## config.mk

```make
export PLATFORM = sky130hd
export DESIGN_NAME = branch_sequencer_flat
export DESIGN_NICKNAME = d
export VERILOG_FILES = /design/src/rtl/branch_sequencer_pkg.sv /design/src/rtl/branch_sequencer_if.sv /design/src/rtl/branch_sequencer_decode.sv /design/src/rtl/branch_sequencer.sv /design/src/flat_wrapper.sv
export SDC_FILE = /design/constraint.sdc
export NUM_CORES = 1
export LEC_CHECK = 0
export BUFFER_PORTS_ARGS = -buffer_cell sky130_fd_sc_hd__clkbuf_2
export CORE_MARGIN = 4
export CORE_UTILIZATION = 55
export CTS_CLUSTER_DIAMETER = 120
export CTS_CLUSTER_SIZE = 10
export DETAILED_ROUTE_END_ITERATION = 6
export PLACE_DENSITY = 0.91
export SLEW_MARGIN = 25
export SYNTH_ARGS = -nofsm -noshare
export SYNTH_HDL_FRONTEND = slang
export SYNTH_HIERARCHICAL = 1
export SYNTH_SLANG_ARGS = --single-unit
export TNS_END_PERCENT = 1
```

## constraint.sdc

```tcl
create_clock -name clk -period 5.3 [get_ports clk]
set_clock_uncertainty 0.15 [all_clocks]
set_input_delay 0 -clock clk [delete_from_list [all_inputs] [get_ports clk]]
set_output_delay 0 -clock clk [all_outputs]
set_load 0.03 [all_outputs]
```

## src/rtl/branch_sequencer_pkg.sv

```systemverilog
// ---------------------------------------------------------------------------
// branch_sequencer_pkg
// Shared definitions for the branch/jump sequencer:
//   - datapath and ALU opcode widths
//   - ALU opcode constants requested from the core ALU
//   - branch comparison types understood by the external resolver
//   - RV32 opcode constants for B-type, JAL and JALR
//   - sequencer FSM state encoding
//   - alignment helper for computed PC targets
// No ports (package).
// ---------------------------------------------------------------------------
package branch_sequencer_pkg;

  localparam int XLEN     = 32;
  localparam int ALU_OP_W = 4;

  // ALU operation codes; ADD is deliberately non-zero so an idle bus (all 0)
  // is distinguishable from an ADD request.
  localparam logic [ALU_OP_W-1:0] ALU_ADD  = 4'h1;
  localparam logic [ALU_OP_W-1:0] ALU_SUB  = 4'h2;
  localparam logic [ALU_OP_W-1:0] ALU_SLT  = 4'h3;
  localparam logic [ALU_OP_W-1:0] ALU_SLTU = 4'h4;

  typedef enum logic [1:0] {
    BR_EQ = 2'b00,
    BR_NE = 2'b01,
    BR_LT = 2'b10,
    BR_GE = 2'b11
  } br_type_e;

  localparam logic [6:0] OP_BRANCH = 7'b1100011;
  localparam logic [6:0] OP_JAL    = 7'b1101111;
  localparam logic [6:0] OP_JALR   = 7'b1100111;

  typedef enum logic [1:0] {
    S_IDLE    = 2'b00,
    S_DECODE  = 2'b01,
    S_COMPARE = 2'b10,
    S_UPDATE  = 2'b11
  } bseq_state_e;

  // A PC target is only legal on a 4-byte boundary.
  function automatic logic addr_misaligned(input logic [XLEN-1:0] addr);
    return (addr[1:0] != 2'b00);
  endfunction

endpackage

```

## src/rtl/branch_sequencer_if.sv

```systemverilog
// ---------------------------------------------------------------------------
// branch_sequencer_if
// Bundles the microsequencer request, the ALU/resolver handshake and the
// PC/link update outputs of the branch sequencer.
//   master : the branch sequencer (drives ALU request, resolver controls,
//            PC/link strobes and status)
//   slave  : the surrounding core (drives start, instruction fields, ALU
//            result and the resolver's take decision)
// ---------------------------------------------------------------------------
interface branch_sequencer_if;
  import branch_sequencer_pkg::*;

  // request from microsequencer
  logic                start;
  logic [6:0]          opcode;
  logic [2:0]          funct3;
  logic [XLEN-1:0]     pc;
  logic [XLEN-1:0]     imm;
  // ALU / resolver feedback
  logic [XLEN-1:0]     alu_result;
  logic                take_branch;
  // ALU / resolver controls
  logic [ALU_OP_W-1:0] alu_op;
  logic                alu_src_imm;
  logic                branchSignal;
  logic [1:0]          branch_type;
  // PC / link update
  logic [XLEN-1:0]     pc_next;
  logic                pc_write;
  logic                rd_write;
  logic [XLEN-1:0]     link_data;
  // status
  logic                busy;
  logic                done;
  logic                illegal;
  logic                misaligned;

  modport master (
    input  start, opcode, funct3, pc, imm, alu_result, take_branch,
    output alu_op, alu_src_imm, branchSignal, branch_type,
           pc_next, pc_write, rd_write, link_data,
           busy, done, illegal, misaligned
  );

  modport slave (
    output start, opcode, funct3, pc, imm, alu_result, take_branch,
    input  alu_op, alu_src_imm, branchSignal, branch_type,
           pc_next, pc_write, rd_write, link_data,
           busy, done, illegal, misaligned
  );

endinterface

```

## src/rtl/branch_sequencer_decode.sv

```systemverilog
// ---------------------------------------------------------------------------
// branch_sequencer_decode
// Combinational classification of a latched instruction.
//   i_opcode  : instr[6:0]
//   i_funct3  : instr[14:12]
//   o_alu_op  : ALU operation to request in COMPARE
//   o_br_type : comparison type for the resolver (B-type only)
//   o_is_jump : JAL or JALR
//   o_is_jalr : JALR (ALU B operand = imm, target from ALU)
//   o_illegal : unsupported opcode/funct3 combination
// ---------------------------------------------------------------------------
module branch_sequencer_decode
  import branch_sequencer_pkg::*;
(
  input  logic [6:0]          i_opcode,
  input  logic [2:0]          i_funct3,
  output logic [ALU_OP_W-1:0] o_alu_op,
  output br_type_e            o_br_type,
  output logic                o_is_jump,
  output logic                o_is_jalr,
  output logic                o_illegal
);

  // opcode/funct3 -> ALU op, comparison type and instruction class
  always_comb begin
    o_alu_op  = ALU_ADD;
    o_br_type = BR_EQ;
    o_is_jump = 1'b0;
    o_is_jalr = 1'b0;
    o_illegal = 1'b0;
    case (i_opcode)
      OP_BRANCH: begin
        case (i_funct3)
          3'b000:  begin o_alu_op = ALU_SUB;  o_br_type = BR_EQ; end
          3'b001:  begin o_alu_op = ALU_SUB;  o_br_type = BR_NE; end
          3'b100:  begin o_alu_op = ALU_SLT;  o_br_type = BR_LT; end
          3'b101:  begin o_alu_op = ALU_SLT;  o_br_type = BR_GE; end
          3'b110:  begin o_alu_op = ALU_SLTU; o_br_type = BR_LT; end
          3'b111:  begin o_alu_op = ALU_SLTU; o_br_type = BR_GE; end
          default: o_illegal = 1'b1;
        endcase
      end
      OP_JAL: begin
        o_is_jump = 1'b1;
      end
      OP_JALR: begin
        if (i_funct3 == 3'b000) begin
          o_is_jump = 1'b1;
          o_is_jalr = 1'b1;
        end else begin
          o_illegal = 1'b1;
        end
      end
      default: o_illegal = 1'b1;
    endcase
  end

endmodule

```

## src/rtl/branch_sequencer.sv

```systemverilog
// ---------------------------------------------------------------------------
// branch_sequencer
// Multi-cycle branch/jump sequencer: IDLE -> DECODE -> COMPARE -> UPDATE.
// Ports:
//   clk   : core clock, all state on posedge
//   reset : asynchronous, active-high; aborts any operation in flight
//   bus   : branch_sequencer_if.master (request, ALU/resolver handshake,
//           PC/link update, busy/done/illegal/misaligned status)
// All outputs are registered: each output register is loaded with the value
// belonging to the state being entered, so it is visible during that state.
// Timing (start sampled at edge E0): DECODE in E1, COMPARE in E2, done in E3;
// an illegal instruction reports done/illegal in E2 with busy low from E3.
// ---------------------------------------------------------------------------
module branch_sequencer
  import branch_sequencer_pkg::*;
(
  input  logic                 clk,
  input  logic                 reset,
  branch_sequencer_if.master   bus
);

  localparam logic [XLEN-1:0] PC_STEP   = {{(XLEN-3){1'b0}}, 3'b100};
  localparam logic [XLEN-1:0] JALR_MASK = {{(XLEN-1){1'b1}}, 1'b0};

  bseq_state_e         r_state;
  bseq_state_e         w_state_nxt;

  logic [6:0]          r_opcode;
  logic [2:0]          r_funct3;
  logic [XLEN-1:0]     r_pc;
  logic [XLEN-1:0]     r_imm;

  logic [ALU_OP_W-1:0] r_alu_op,        w_alu_op;
  logic                r_alu_src_imm,   w_alu_src_imm;
  logic                r_branch_signal, w_branch_signal;
  br_type_e            r_branch_type,   w_branch_type;
  logic [XLEN-1:0]     r_pc_next,       w_pc_next;
  logic                r_pc_write,      w_pc_write;
  logic                r_rd_write,      w_rd_write;
  logic [XLEN-1:0]     r_link_data,     w_link_data;
  logic                r_busy,          w_busy;
  logic                r_done,          w_done;
  logic                r_illegal,       w_illegal;
  logic                r_misaligned,    w_misaligned;

  logic [ALU_OP_W-1:0] w_dec_alu_op;
  br_type_e            w_dec_br_type;
  logic                w_dec_is_jump;
  logic                w_dec_is_jalr;
  logic                w_dec_illegal;

  logic [XLEN-1:0]     w_pc_plus_imm;
  logic [XLEN-1:0]     w_pc_plus4;
  logic [XLEN-1:0]     w_target;
  logic                w_redirect;
  logic                w_accept;

  branch_sequencer_decode u_decode (
    .i_opcode  (r_opcode),
    .i_funct3  (r_funct3),
    .o_alu_op  (w_dec_alu_op),
    .o_br_type (w_dec_br_type),
    .o_is_jump (w_dec_is_jump),
    .o_is_jalr (w_dec_is_jalr),
    .o_illegal (w_dec_illegal)
  );

  // Modulo-2^XLEN address arithmetic; wrap-around is intentional.
  assign w_pc_plus_imm = r_pc + r_imm;
  assign w_pc_plus4    = r_pc + PC_STEP;
  // busy still high in the cycle of an illegal done, so start is refused there.
  assign w_accept      = (r_state == S_IDLE) && bus.start && !r_busy;

  // Next-state and next-output computation
  always_comb begin
    w_state_nxt     = r_state;
    w_alu_op        = '0;
    w_alu_src_imm   = 1'b0;
    w_branch_signal = 1'b0;
    w_branch_type   = BR_EQ;
    w_pc_next       = '0;
    w_pc_write      = 1'b0;
    w_rd_write      = 1'b0;
    w_link_data     = '0;
    w_done          = 1'b0;
    w_illegal       = 1'b0;
    w_misaligned    = 1'b0;
    w_target        = '0;
    w_redirect      = 1'b0;
    case (r_state)
      S_IDLE: begin
        if (w_accept) begin
          w_state_nxt = S_DECODE;
        end else begin
          w_state_nxt = S_IDLE;
        end
      end
      S_DECODE: begin
        if (w_dec_illegal) begin
          w_state_nxt = S_IDLE;
          w_done      = 1'b1;
          w_illegal   = 1'b1;
        end else begin
          // load the COMPARE-state request
          w_state_nxt     = S_COMPARE;
          w_alu_op        = w_dec_alu_op;
          w_alu_src_imm   = w_dec_is_jalr;
          w_branch_signal = !w_dec_is_jump;
          w_branch_type   = w_dec_is_jump ? BR_EQ : w_dec_br_type;
        end
      end
      S_COMPARE: begin
        // take_branch and alu_result are valid now; capture UPDATE results.
        w_state_nxt = S_UPDATE;
        w_done      = 1'b1;
        w_redirect  = w_dec_is_jump || bus.take_branch;
        if (w_dec_is_jalr) begin
          w_target = bus.alu_result & JALR_MASK;
        end else if (w_redirect) begin
          w_target = w_pc_plus_imm;
        end else begin
          w_target = w_pc_plus4;
        end
        w_pc_next = w_target;
        if (w_redirect && addr_misaligned(w_target)) begin
          w_misaligned = 1'b1;
        end else begin
          w_pc_write  = 1'b1;
          w_rd_write  = w_dec_is_jump;
          w_link_data = w_dec_is_jump ? w_pc_plus4 : '0;
        end
      end
      S_UPDATE: begin
        w_state_nxt = S_IDLE;
      end
      default: begin
        w_state_nxt = S_IDLE;
      end
    endcase
    w_busy = (w_state_nxt != S_IDLE) || w_done;
  end

  // FSM state and registered outputs
  always_ff @(posedge clk or posedge reset) begin
    if (reset) begin
      r_state         <= S_IDLE;
      r_alu_op        <= '0;
      r_alu_src_imm   <= 1'b0;
      r_branch_signal <= 1'b0;
      r_branch_type   <= BR_EQ;
      r_pc_next       <= '0;
      r_pc_write      <= 1'b0;
      r_rd_write      <= 1'b0;
      r_link_data     <= '0;
      r_busy          <= 1'b0;
      r_done          <= 1'b0;
      r_illegal       <= 1'b0;
      r_misaligned    <= 1'b0;
    end else begin
      r_state         <= w_state_nxt;
      r_alu_op        <= w_alu_op;
      r_alu_src_imm   <= w_alu_src_imm;
      r_branch_signal <= w_branch_signal;
      r_branch_type   <= w_branch_type;
      r_pc_next       <= w_pc_next;
      r_pc_write      <= w_pc_write;
      r_rd_write      <= w_rd_write;
      r_link_data     <= w_link_data;
      r_busy          <= w_busy;
      r_done          <= w_done;
      r_illegal       <= w_illegal;
      r_misaligned    <= w_misaligned;
    end
  end

  // Instruction fields captured when a request is accepted
  always_ff @(posedge clk or posedge reset) begin
    if (reset) begin
      r_opcode <= '0;
      r_funct3 <= '0;
      r_pc     <= '0;
      r_imm    <= '0;
    end else if (w_accept) begin
      r_opcode <= bus.opcode;
      r_funct3 <= bus.funct3;
      r_pc     <= bus.pc;
      r_imm    <= bus.imm;
    end
  end

  assign bus.alu_op       = r_alu_op;
  assign bus.alu_src_imm  = r_alu_src_imm;
  assign bus.branchSignal = r_branch_signal;
  assign bus.branch_type  = r_branch_type;
  assign bus.pc_next      = r_pc_next;
  assign bus.pc_write     = r_pc_write;
  assign bus.rd_write     = r_rd_write;
  assign bus.link_data    = r_link_data;
  assign bus.busy         = r_busy;
  assign bus.done         = r_done;
  assign bus.illegal      = r_illegal;
  assign bus.misaligned   = r_misaligned;

endmodule

```

## src/flat_wrapper.sv

```systemverilog
// flat-port wrapper written by rule: the top's interface ports become plain ports
module branch_sequencer_flat import branch_sequencer_pkg::*;
  (clk, reset, bus_start, bus_opcode, bus_funct3, bus_pc, bus_imm, bus_alu_result, bus_take_branch, bus_alu_op, bus_alu_src_imm, bus_branchSignal, bus_branch_type, bus_pc_next, bus_pc_write, bus_rd_write, bus_link_data, bus_busy, bus_done, bus_illegal, bus_misaligned);
  branch_sequencer_if bus_i ();
  input  logic clk;
  input  logic reset;
  input wire logic [$bits(bus_i.start)-1:0] bus_start;
  input wire logic [$bits(bus_i.opcode)-1:0] bus_opcode;
  input wire logic [$bits(bus_i.funct3)-1:0] bus_funct3;
  input wire logic [$bits(bus_i.pc)-1:0] bus_pc;
  input wire logic [$bits(bus_i.imm)-1:0] bus_imm;
  input wire logic [$bits(bus_i.alu_result)-1:0] bus_alu_result;
  input wire logic [$bits(bus_i.take_branch)-1:0] bus_take_branch;
  output wire logic [$bits(bus_i.alu_op)-1:0] bus_alu_op;
  output wire logic [$bits(bus_i.alu_src_imm)-1:0] bus_alu_src_imm;
  output wire logic [$bits(bus_i.branchSignal)-1:0] bus_branchSignal;
  output wire logic [$bits(bus_i.branch_type)-1:0] bus_branch_type;
  output wire logic [$bits(bus_i.pc_next)-1:0] bus_pc_next;
  output wire logic [$bits(bus_i.pc_write)-1:0] bus_pc_write;
  output wire logic [$bits(bus_i.rd_write)-1:0] bus_rd_write;
  output wire logic [$bits(bus_i.link_data)-1:0] bus_link_data;
  output wire logic [$bits(bus_i.busy)-1:0] bus_busy;
  output wire logic [$bits(bus_i.done)-1:0] bus_done;
  output wire logic [$bits(bus_i.illegal)-1:0] bus_illegal;
  output wire logic [$bits(bus_i.misaligned)-1:0] bus_misaligned;
  assign bus_i.start = bus_start;
  assign bus_i.opcode = bus_opcode;
  assign bus_i.funct3 = bus_funct3;
  assign bus_i.pc = bus_pc;
  assign bus_i.imm = bus_imm;
  assign bus_i.alu_result = bus_alu_result;
  assign bus_i.take_branch = bus_take_branch;
  assign bus_alu_op = bus_i.alu_op;
  assign bus_alu_src_imm = bus_i.alu_src_imm;
  assign bus_branchSignal = bus_i.branchSignal;
  assign bus_branch_type = bus_i.branch_type;
  assign bus_pc_next = bus_i.pc_next;
  assign bus_pc_write = bus_i.pc_write;
  assign bus_rd_write = bus_i.rd_write;
  assign bus_link_data = bus_i.link_data;
  assign bus_busy = bus_i.busy;
  assign bus_done = bus_i.done;
  assign bus_illegal = bus_i.illegal;
  assign bus_misaligned = bus_i.misaligned;
  branch_sequencer u_core (.clk(clk), .reset(reset), .bus(bus_i));
endmodule
```

### Yosys cells after proc, flatten, opt, wreduce, memory -nomap -nowiden

Index checks and enable logic that the tools add are counted.

* $add $sub $neg: 2
* eq/ne operators: 11
* mux-type cells: 38
* reduce and logical (&&, ||, !) cells: 17

Operator list (count)
* 32-bit two-way mux: 7
* 32-bit by 3-bit adder with 32-bit output, second input constant: 1
* 32-bit adder: 1
* 7-bit equality test, second input constant: 3
* 1-bit two-way mux: 17
* 3-bit equality test, second input constant: 4
* 2-bit two-way mux: 5
* 2-bit OR reduction: 5
* 3-bit two-way mux: 3
* 3-bit case mux with 3 select lines: 1
* 2-bit case mux with 4 select lines: 1
* 2-bit case mux with 3 select lines: 1
* 6-bit OR reduction: 1
* 2-bit equality test, second input constant: 2
* 1-bit case mux with 2 select lines: 2
* 2-bit nonzero test: 2
* 3-bit by 1-bit equality test with 1-bit output, second input constant: 1
* 1-bit logical AND: 3
* 3-bit logical NOT: 1
* 1-bit case mux with 3 select lines: 1
* 2-bit by 1-bit equality test with 1-bit output, second input constant: 1
* 1-bit logical NOT: 2
* 2-bit logical NOT: 1
* 1-bit logical OR: 2

* register bits after elaboration: 154
* input port bits: 110
* output and inout bits: 78
* word-level logic and storage cells: 85

### Logic depth before layout (Yosys ltp)

Gate-level depths: netlist of run 1.

* word-level depth: 11
* gate-level depth with buffers: 12
* mapped depth without buffers: 12

### Modules after synthesis

Netlist of run 1, hierarchy kept.

Modules (own cells, without submodules)
* branch_sequencer: instances 1, cells an instance 764, area each 8032.7 um^2, seq. area each 3853.7 um^2
* branch_sequencer_decode: instances 1, cells an instance 18, area each 132.6 um^2, seq. area each 0.0 um^2

### Least setup slack after synthesis of run 1

No wires, ideal clock.

* path type: register -> register
* start: reg u_core.r_pc[0]
* end: reg u_core.r_pc_next[30] (netlist: u_core/bus.pc_next[30])
* library setup time: 0.104 ns
* arrival time: 2.612 ns
* required time: 5.046 ns
* setup slack: 2.434 ns
* cell stages (with the launch flop): 13
* path buffers: 0
* clock period less this slack: 2.866 ns
* path through: dfrtp_1 > ha_1 > inv_1 > fa_1 > nand2b_1 > a21oi_2 > a2111oi_2 > o21ai_2 > a211oi_2 > a21o_4 > o21a_4 > o31a_1 > o41ai_2

* longest elaborated chain between the ends: 5
* elaborated cells on any way between the ends: 6
* classes of those cells: add/sub (2); mux (4)

Ends and longest elaborated chain
* start: declaration: RTL line branch_sequencer.sv:30 `logic [XLEN-1:0] r_pc;`
* start signal: assignment: RTL line branch_sequencer.sv:186 `r_pc <= bus.pc;`
* 32-bit by 3-bit adder with 32-bit output or 32-bit adder (tied branches): RTL line branch_sequencer.sv:70, branch_sequencer.sv:69
* 32-bit two-way mux (*): RTL line branch_sequencer.sv:119 `end else if (w_redirect) begin`
* 32-bit two-way mux (*): RTL line branch_sequencer.sv:117 `if (w_dec_is_jalr) begin`
* 32-bit two-way mux (*) (2 in a row): RTL line branch_sequencer.sv:90 `case (r_state)`
* named net u_core.w_pc_next[30]: RTL line branch_sequencer.sv:37 `logic [XLEN-1:0] r_pc_next, w_pc_next;`
* end signal: assignment: RTL line branch_sequencer.sv:165 `r_pc_next <= w_pc_next;`
* end: declaration: RTL line branch_sequencer.sv:37

Mark *: on every way through the listed nets, which the timed path passes. The rest lies on a longest branch. The select of a mux whose other input is x is not followed.
A chain may end at the register's enable or synchronous reset.

### Worst setup path after layout of run 1

* start: reg u_core.r_state[0]
* end: reg u_core.r_link_data[12] (netlist: u_core/bus.link_data[12])

* longest elaborated chain between the ends: 2

Ends and longest elaborated chain
* start: declaration: RTL line branch_sequencer.sv:25 `bseq_state_e r_state;`
* start signal: assignment: RTL line branch_sequencer.sv:160 `r_state <= w_state_nxt;`
* 2-bit equality test: RTL line branch_sequencer.sv:90
* 32-bit two-way mux: RTL line branch_sequencer.sv:90
* named net u_core.w_link_data[12]: RTL line branch_sequencer.sv:40 `logic [XLEN-1:0] r_link_data, w_link_data;`
* end signal: assignment: RTL line branch_sequencer.sv:168 `r_link_data <= w_link_data;`
* end: declaration: RTL line branch_sequencer.sv:40

The timed path passes the listed nets, and every way through them passes these cells.

==> results of run 1 <==
==> path summary, 6_finish.rpt <==
path,start,endpoint,slack [ns]
max reg2reg,u_core/r_state[0],u_core/bus.link_data[12],1.96
max in group asynchronous,reset,u_core/r_opcode[1],3.55
min,bus_start,u_core/r_state[0],0.11
max,u_core/r_state[0],u_core/bus.link_data[12],1.96
min reg2reg,u_core/r_imm[7],u_core/r_imm[7],0.36
min in group asynchronous,reset,u_core/bus.alu_op[1],0.14
==> through the flow <==
step / worst slack, ns / cell area (um^2) / util / hold WS, ns / cells
global placement: 2.11 / 9240 / 0.636 / 0.0576 / 1125
CTS: 2.00 / 10900 / 0.751 / 0.162 / 1263
finish: 1.96 / 10900 / 0.753 / 0.108 / 1267
detailed placement: 2.02 / 9240 / 0.636 / 0.0636 / 1125
floorplan: 1.00 / 8170 / - / -0.0374 / 782
global route: 1.77 / 10900 / 0.753 / 0.138 / 1267
==> registers in the layout, indices dropped and copies added, names as in the netlist <==
| signal | flops |
|---|---|
| u_core/bus.misaligned | 1 |
| u_core/bus.alu_op | 4 |
| u_core/bus.pc_next | 32 |
| u_core/bus.busy | 1 |
| u_core/bus.branchSignal | 1 |
| u_core/bus.branch_type | 2 |
| u_core/bus.rd_write | 1 |
| u_core/r_opcode | 7 |
| u_core/bus.pc_write | 1 |
| u_core/r_imm | 32 |
| u_core/r_funct3 | 3 |
| u_core/bus.done | 1 |
| u_core/r_pc | 32 |
| u_core/bus.alu_src_imm | 1 |
| u_core/bus.illegal | 1 |
| u_core/bus.link_data | 32 |
| u_core/r_state | 2 |
==> cell type report <==
class	count	share of cell area
diodes	3	0.000686
clock buffers	20	0.0426
clock inverters	11	0.0130
inverters	14	0.00526
multi-input cells	581	0.377
flip-flops and latches	154	0.352
well taps	184	0.0210
repair buffers	300	0.189
==> critical path, delay by kind of cell, from the launching register on <==
kind                     cells  cell delay [ns]
AND/OR/NAND/NOR              2             0.32
buffers and inverters        3             1.05
AO/OA/AOI/OAI                1             0.50
flip-flops                   1             0.41
adder cells (fa/ha/maj)      1             0.79
==> synthesized netlist by cell type (2+ instances only) <==
cell | number | area [um^2]
dfrtp_1 | 154 | 3850
nor2_1 | 80 | 300
mux2_2 | 75 | 845
a21oi_1 | 50 | 250
nand2_1 | 50 | 188
o21ai_0 | 39 | 195
ha_1 | 35 | 438
clkbuf_1 | 25 | 93.8
nor3_1 | 24 | 120
xor2_1 | 24 | 210
nand3_1 | 23 | 115
xnor2_1 | 21 | 184
a21o_1 | 16 | 120
and3_1 | 16 | 100
and2_1 | 15 | 93.8
inv_1 | 12 | 45.0
nand2b_1 | 10 | 62.6
nand4_1 | 8 | 50.1
nor2b_1 | 7 | 43.8
o211ai_1 | 7 | 52.6
a211oi_1 | 5 | 37.5
nor4_1 | 5 | 31.3
and4_1 | 4 | 35.0
buf_2 | 4 | 20.0
o311a_1 | 4 | 40.0
or3_1 | 4 | 25.0
buf_4 | 3 | 22.5
o21a_1 | 3 | 22.5
a211o_1 | 2 | 17.5
a211oi_2 | 2 | 25.0
a2bb2oi_1 | 2 | 17.5
a311oi_1 | 2 | 17.5
clkinv_1 | 2 | 7.51
nand4_2 | 2 | 25.0
nor3b_1 | 2 | 15.0
nor4_2 | 2 | 25.0
o21ai_1 | 2 | 10.0
o311ai_1 | 2 | 17.5
o31ai_1 | 2 | 15.0
o41ai_2 | 2 | 32.5
or2_2 | 2 | 12.5
or3_2 | 2 | 15.0
==> routing by layer <==
layer | track usage | vias to the layer above | wire length [um]
met4 | 0.166 | 0 | 1250
li1 | - | 3395 | -
met1 | 0.352 | 3662 | 9610
met5 | 0 | - | 0
met3 | 0.0659 | 105 | 1860
met2 | 0.540 | 431 | 13300
==> logic make-up after synthesis <==
family                     count (synthesis)  share of synthesized area
AOI/OAI and AO/OA                        163                      0.135
and+or+nand+nor                          260                      0.160
adders and majority gates                 36                     0.0561
buffers and inverters                     47                     0.0236
other                                      1                   0.000459
muxes                                     76                      0.105
DFF                                      154                      0.472
xor gates and xnor gates                  45                     0.0483
==> where the power goes <==
part	internal (uW)	switching [uW]
sequential	1480	356
clock	774	487
combinational	1480	1860
total	3730	2700
==> impl_metrics.csv, run 1 <==
group,metric,value,unit
clock_tree,cts_setup_buffers,0,
clock_tree,clockBufferDepth,2,
clock_tree,root_buffer,"clkbuf_16",
floorplanning,fp.dieW,130,um
worst_hold_path,hold_depth,4,
sta,slew_headroom,0.366,
critical_path,cp_slowest_cell,"ha_1",
sta,rsz0062_at_grt,"false",
critical_path,rr_worst_depth,7,
clock_tree,cts_buffers,17,
critical_path,worstSetupEndpointType,"flop",
critical_path,crit_chain,"inv_1, ha_1, clkinv_1, a21oi_1, nand2_1, buf_4, nor2_1",
clock_tree,clock_latency,0.43,ns
critical_path,cp_max_fo,29,
logic_synthesis,syn_nets,928,
routing,first_iter_violations,700,
clock_tree,hold_buffers,107,
critical_path,required,5.47,ns
logic_synthesis,syn_area,0.00817,mm^2
logic_synthesis,yosysWarnings,6,
logic_synthesis,ys_ff_latch,154,
routing,drtPass1Iterations,6,
logic_synthesis,synth_edf_count,0,
logic_synthesis,synth.distinct_cells,73,
clock_tree,clk_pin_slew_worst_paths,0.06,ns
floorplanning,start_util,0.562,
layout,final_common_cell,"clkbuf_2",
power_and_ir_drop,cellPowerDensity,588,mW/mm^2
worst_hold_path,hold_path_class,"primary input to flop",
global_routing,antenna_found_initial,3,
floorplanning,ioPinCount,188,
global_routing,grt_overflow,0,
routing,drtAntennaViolNets,0,
clock_tree,ctsResizeCount,0,
sta,finalCriticalPeriod,3.34,ns
critical_path,arrival,3.52,ns
logic_synthesis,synthArstFlopShare,1.00,
logic_synthesis,synthCells,782,
layout,drive_gt1_frac,0.299,
sta,tightest_slew,0.951,ns
place,finalWeightedCongestion,0.884,
logic_synthesis,synth_flop_cell,"dfrtp_1",
routing,drt-vias-per-instance,5.99,
sta,hold_viol,0,
clock_tree,cts_tree,"done",
layout,fillers,956,
critical_path,cp-start-kind,"flop",
routing,drc,0,
critical_path,critPathMaxStageDelay,0.79,ns
sta,fin_crit_sh,0.630,
layout,most-common-layout-cells,"clkbuf_2, dfrtp_1, dlygate4sd3_1, nor2_1, mux2_2",
layout,seqCellArea,0.00385,mm^2
power_and_ir_drop,total_power,6440,uW
layout,fin_nets,1214,
sta,drv_slew,0,
floorplanning,core,0.0145,mm^2
routing,wl_per_cell,20.5,um
power_and_ir_drop,p_leak,0.00527,uW
clock_tree,cts.sinks,154,
sta,max_freq,299,MHz
global_routing,grt_usage,0.308,
routing,vias,7593,
floorplanning,die-area,0.0169,mm^2
place,dpl.hpwl,15500,um
power_and_ir_drop,vdd_drop_max,0.318,mV
global_routing,grt_pass1_wl,39800,um
global_routing,grt_start_max_net_pins,104,
layout,syn_to_final_growth,34.1,%
floorplanning,num_rows,44,
sta,tns,0,ns
logic_synthesis,synth.avg_cell_area,10.4,um^2
logic_synthesis,synth_seq_area_share,0.472,
layout,multiInputGateArea,0.00412,mm^2
global_routing,grt_pass1_vias,7875,
critical_path,path_class,"flop to flop",
routing,wl,26000,um
run_status,status,"finished, final reports clean",
place,numPortBuffers,186,
floorplanning,dieHeight,130,um
clock_tree,h-tree-depth,4,
sta,finalSetupViolations,0,
run,maxCapViolations,0,
(Power assumes the default switching activity.)
==> run 2, diff against run 1 <==
--- a/config.mk
+++ b/config.mk
@@ -7,11 +7,11 @@
 export LEC_CHECK = 0
 export BUFFER_PORTS_ARGS = -buffer_cell sky130_fd_sc_hd__clkbuf_2
 export CORE_MARGIN = 4
-export CORE_UTILIZATION = 55
+export CORE_UTILIZATION = 49
 export CTS_CLUSTER_DIAMETER = 120
 export CTS_CLUSTER_SIZE = 10
 export DETAILED_ROUTE_END_ITERATION = 6
-export PLACE_DENSITY = 0.91
+export PLACE_DENSITY = 0.86
 export SLEW_MARGIN = 25
 export SYNTH_ARGS = -nofsm -noshare
 export SYNTH_HDL_FRONTEND = slang
==> constraint.sdc (replaced) <==
create_clock -name clk -period 2.85 [get_ports clk]
set_clock_uncertainty 0.15 [all_clocks]
set_input_delay 0 -clock clk [delete_from_list [all_inputs] [get_ports clk]]
set_output_delay 0 -clock clk [all_outputs]
set_load 0.03 [all_outputs]
==> impl_metrics.csv, run 2 (synthesized netlist as in run 1, its figures left out) <==
group,metric,value,unit
run_status,status,"finished, final reports clean",
critical_path,path_buf_inv,2,
clock_tree,h-tree-depth,4,
sta,whs,0.189,ns
floorplanning,core,0.0161,mm^2
clock_tree,cts_tree,"done",
sta,tns,0,ns
layout,n_antenna_cell,0,
global_routing,grt_pass1_wl,40800,um
routing,wl,26000,um
power_and_ir_drop,vdd_drop_max,0.604,mV
floorplanning,die-area,0.0188,mm^2
sta,slew_headroom,0.598,
critical_path,cp-start-kind,"flop",
routing,vias,7664,
sta,max_freq,352,MHz
global_routing,antenna_found_initial,0,
place,finalWeightedCongestion,0.904,
power_and_ir_drop,cellPowerDensity,1120,mW/mm^2
layout,fin_nets,1271,
routing,first_iter_violations,726,
power_and_ir_drop,p_int,7560,uW
critical_path,cp_slowest_cell,"dfrtp_1",
critical_path,crit_chain,"ha_2, inv_1, fa_2, nand2b_4, a21oi_4, a2111oi_4, o21ai_2, a211oi_2, a21o_4, o21a_4, buf_4, mux2_2, nor3_1",
place,dpl.hpwl,16800,um
worst_hold_path,hold_path_class,"primary input to flop",
floorplanning,num_rows,46,
sta,rsz0062_at_grt,"true",
power_and_ir_drop,power_switching,5380,uW
global_routing,grt_pass1_vias,8032,
clock_tree,clock_latency,0.43,ns
sta,fin_crit_sh,0.995,
power_and_ir_drop,clkPwrFrac,0.180,
clock_tree,cts_buffers,17,
clock_tree,root_buffer,"clkbuf_16",
critical_path,cp_max_fo,4,
routing,drc,0,
layout,syn_to_final_growth,41.8,%
critical_path,critPathMaxStageDelay,0.35,ns
critical_path,path_class,"flop to flop",
global_routing,grt_usage,0.281,
power_and_ir_drop,seq_power_share,0.254,
global_routing,grt_start_max_net_pins,70,
floorplanning,ioPinCount,188,
sta,hold_viol,0,
place,placed_area,0.00973,mm^2
sta,finalSetupViolations,0,
critical_path,crit_family,"compound AO/OA/AOI/OAI gates",
power_and_ir_drop,p_leak,0.00554,uW
layout,stdcell_area,0.0116,mm^2
power_and_ir_drop,share_comb_of_total_power,0.566,
run,maxCapViolations,0,
routing,drtAntennaViolNets,0,
critical_path,arrival,3.03,ns
layout,drive_gt1_frac,0.344,
layout,utilization,0.718,
floorplanning,start_util,0.507,
critical_path,required,3.05,ns
power_and_ir_drop,total_power,12900,uW
critical_path,worstSetupEndpointType,"flop",
layout,most-common-layout-cells,"clkbuf_2, dfrtp_1, dlygate4sd3_1, nor2_1, mux2_2",
sta,tightest_slew,0.602,ns
clock_tree,clk_pin_slew_worst_paths,0.06,ns
floorplanning,fp.dieW,137,um
routing,drtPass1Iterations,6,
clock_tree,clockBufferDepth,2,
power_and_ir_drop,switching_share,0.416,
routing,drt-vias-per-instance,5.66,
sta,finalCriticalPeriod,2.84,ns
global_routing,grt_overflow,0,
sta,drv_slew,0,
place,numPortBuffers,186,
floorplanning,dieHeight,137,um
layout,final_common_cell,"clkbuf_2",
routing,wl_per_cell,19.2,um
clock_tree,cts.sinks,154,
-- run 2: metrics by stage --
stage          worst slack (ns)  instances
2_1_floorplan           -0.0158        782
3_3_place_gp             -0.133       1211
3_5_place_dp             -0.180       1211
4_1_cts                 -0.0327       1353
5_1_grt                 -0.0926       1353
6_report                 0.0131       1353
-- run 2: layout make-up --
| class | count | area [um^2] |
|---|---|---|
| Fill cell | 1084 | 4540 |
| Multi-Input combinational cell | 581 | 4260 |
| Sequential cell | 154 | 3850 |
| Timing Repair Buffer | 357 | 2540 |
| Clock buffer | 21 | 450 |
| Tap cell | 216 | 270 |
| Clock inverter | 10 | 144 |
| Inverter | 14 | 56.3 |
-- run 2: worst register-to-register path: cells and delay by family (launching register included) --
kind	cells	cell delay [ns]
AO/OA/AOI/OAI	6	0.96
adder cells (fa/ha/maj)	2	0.54
flip-flops	1	0.35
AND/OR/NAND/NOR	2	0.33
multiplexers	1	0.25
buffers and inverters	2	0.18
-- run 2: layer usage --
layer / wire, um / part of all wire / GRT usage / vias up
li1: - / - / - / 3494
met2: 13100 / 0.50 / 0.480 / 374
met4: 1340 / 0.051 / 0.164 / 0
met5: 0 / 0 / 0 / -
met1: 9950 / 0.38 / 0.330 / 3687
met3: 1650 / 0.063 / 0.0533 / 109
-- run 2: final timing paths --
| check | cells after the start | to | slack (ns) | start |
|---|---|---|---|---|
| worst min register to register | 1 | u_core/r_imm[14] | 0.37 | u_core/r_imm[14] |
| worst max-delay path | 13 | u_core/bus.pc_next[22] | 0.01 | u_core/r_pc[0] |
| min in group asynchronous | 4 | u_core/bus.alu_op[1] | 0.57 | reset |
| worst min-delay path | 3 | u_core/r_pc[22] | 0.19 | bus_pc[22] |
| worst max register to register | 13 | u_core/bus.pc_next[22] | 0.01 | u_core/r_pc[0] |
| max in group asynchronous | 5 | u_core/r_pc[14] | 1.28 | reset |
-- run 2: repair_timing --
action,in CTS,in global routing
hold buffers,110,0
gates resized for setup,8,18
hold endpoints to repair,263,0
buffers inserted,1,0
pin swaps,5,6
gates cloned,0,0
endpoints found under the setup margin,9,29
-- run 2: power by group through the flow --
stage | logic, uW | clock network [uW] | registers, uW
floorplan | 4660 | 0 | 3260
CTS | 6850 | 2340 | 3260
global placement | 6370 | 0 | 3240
global route | 7950 | 2440 | 3360
finish | 7330 | 2330 | 3290
detailed placement | 6480 | 0 | 3290
==> run 3, diff against run 2 <==
--- a/config.mk
+++ b/config.mk
@@ -6,6 +6,7 @@
 export NUM_CORES = 1
 export LEC_CHECK = 0
 export BUFFER_PORTS_ARGS = -buffer_cell sky130_fd_sc_hd__clkbuf_2
+export CORE_ASPECT_RATIO = 1.25
 export CORE_MARGIN = 4
 export CORE_UTILIZATION = 49
 export CTS_CLUSTER_DIAMETER = 120
==> impl_metrics.csv, run 3 (synthesized netlist as in run 1, its figures left out) <==
group,metric,value,unit
floorplanning,start_util,0.502,
global_routing,grt_start_max_net_pins,51,
sta,drv_slew,0,
clock_tree,cts_tree,"done",
layout,stdcell_count,1367,
power_and_ir_drop,p_leak,0.00561,uW
power_and_ir_drop,cellPowerDensity,1120,mW/mm^2
routing,drtAntennaViolNets,0,
routing,vias,7728,
critical_path,critPathMaxStageDelay,0.37,ns
run_status,status,"complete, but fails checks",
clock_tree,clockBufferDepth,2,
place,dp.cells,1220,
clock_tree,root_buffer,"clkbuf_16",
global_routing,grt_usage,0.289,
place,placed_area,0.00979,mm^2
sta,setup_slack,-0.0553,ns
global_routing,antenna_found_initial,1,
worst_hold_path,hold_path_class,"primary input to async pin",
critical_path,r2r_slack,-0.06,ns
critical_path,cp_max_fo,4,
sta,hold_viol,18,
sta,finalSetupViolations,1,
floorplanning,ioPinCount,188,
layout,drive_gt1_frac,0.355,
floorplanning,fp.dieW,123,um
layout,fin_nets,1283,
critical_path,path_class,"flop to flop",
clock_tree,cts_buffers,17,
clock_tree,clk_pin_slew_worst_paths,0.06,ns
clock_tree,h-tree-depth,4,
clock_tree,cts.sinks,154,
clock_tree,clock_latency,0.43,ns
critical_path,timing.rr.start,"u_core/r_pc[0]",
routing,first_iter_violations,777,
floorplanning,core,0.0163,mm^2
layout,final_common_cell,"clkbuf_2",
place,numPortBuffers,186,
layout,most-common-layout-cells,"clkbuf_2, dfrtp_1, dlygate4sd3_1, nor2_1, mux2_2",
place,dpl.hpwl,17800,um
routing,wl_per_cell,19.7,um
critical_path,worstSetupEndpointType,"flop",
global_routing,grt_overflow,0,
critical_path,cp-startpoint,"u_core/r_pc[0]",
sta,max_freq,344,MHz
routing,drt-vias-per-instance,5.65,
run_status,violations,"hold timing, setup timing",
global_routing,grt_pass1_vias,8138,
layout,fillers,1057,
critical_path,cp-start-kind,"flop",
routing,drc,0,
sta,whs,-0.0238,ns
critical_path,crit_chain,"ha_2, inv_2, fa_2, nand2b_4, a21oi_4, a2111oi_4, o21ai_4, a211oi_2, a21o_4, o21a_4, o31a_1, o41ai_2",
sta,finalCriticalPeriod,2.91,ns
global_routing,grt_pass1_wl,42200,um
place,finalWeightedCongestion,0.938,
layout,stdcell_area,0.0117,mm^2
floorplanning,num_rows,52,
floorplanning,dieHeight,152,um
power_and_ir_drop,vdd_drop_max,0.604,mV
layout,syn_to_final_growth,43.4,%
sta,fin_crit_sh,1.02,
critical_path,cp_slowest_cell,"dfrtp_1",
routing,wl,26900,um
sta,slew_headroom,0.662,
critical_path,arrival,3.08,ns
sta,tightest_slew,0.503,ns
sta,rsz0062_at_grt,"true",
run,maxCapViolations,0,
routing,drtPass1Iterations,7,
floorplanning,die-area,0.0188,mm^2
critical_path,required,3.02,ns
[run 3: critical path: cells and delay by family (launching register included)]
family	cells	cell delay (ns)
compound gates	8	1.51
fa+ha+maj	2	0.57
flops	1	0.37
simple gates	1	0.16
buf+inv	1	0.04
[run 3: worst paths after layout]
path,end,cells after the start
worst max-delay path,u_core/bus.pc_next[30],12
worst min-delay path,u_core/bus.link_data[3],3
worst max register to register,u_core/bus.pc_next[30],12
worst min register to register,u_core/r_imm[30],1
max in group asynchronous,u_core/bus.link_data[9],5
min in group clk,u_core/r_imm[26],3
[run 3: per-layer routing]
metal | share of wire | GRT usage
met1 | 0.36 | 0.327
met2 | 0.53 | 0.517
met3 | 0.058 | 0.0531
met4 | 0.046 | 0.136
met5 | 0 | 0
[run 3: power breakdown]
part / internal (uW) / switching (uW)
sequential: 2750 / 535
clock: 1370 / 952
combinational: 3580 / 3970
total: 7700 / 5460
[run 3: timing repair]
item	in CTS	in global routing
hold endpoints to repair	144	0
buffers inserted	3	3
gates cloned	0	0
hold buffers	108	0
pin swaps	10	21
resized for setup	9	19
setup endpoints to repair	9	15
[run 3: final cells by class]
| class | instances | area [um^2] | share of cell area |
|---|---|---|---|
| Multi-Input combinational cell | 581 | 4290 | 0.366 |
| Antenna cell | 1 | 2.50 | 0.000214 |
| Tap cell | 216 | 270 | 0.0231 |
| Clock buffer | 20 | 467 | 0.0399 |
| Inverter | 14 | 56.3 | 0.00481 |
| Timing Repair Buffer | 369 | 2630 | 0.225 |
| Sequential cell | 154 | 3850 | 0.329 |
| Clock inverter | 12 | 139 | 0.0119 |
[run 3: metrics by stage]
stage                     setup WS (ns)  utilization  power, uW  hold WS, ns  setup TNS (ns)
after detailed placement         -0.250        0.602       9940       0.0643          -0.784
after floorplan                 -0.0158            -       7910      -0.0374         -0.0158
after CTS                       -0.0280        0.710      12600        0.151         -0.0554
after global placement           -0.190        0.602       9770       0.0512          -0.360
after global routing             -0.122        0.720      14000       0.0286          -0.357
final                           -0.0553        0.720      13200      -0.0238         -0.0553
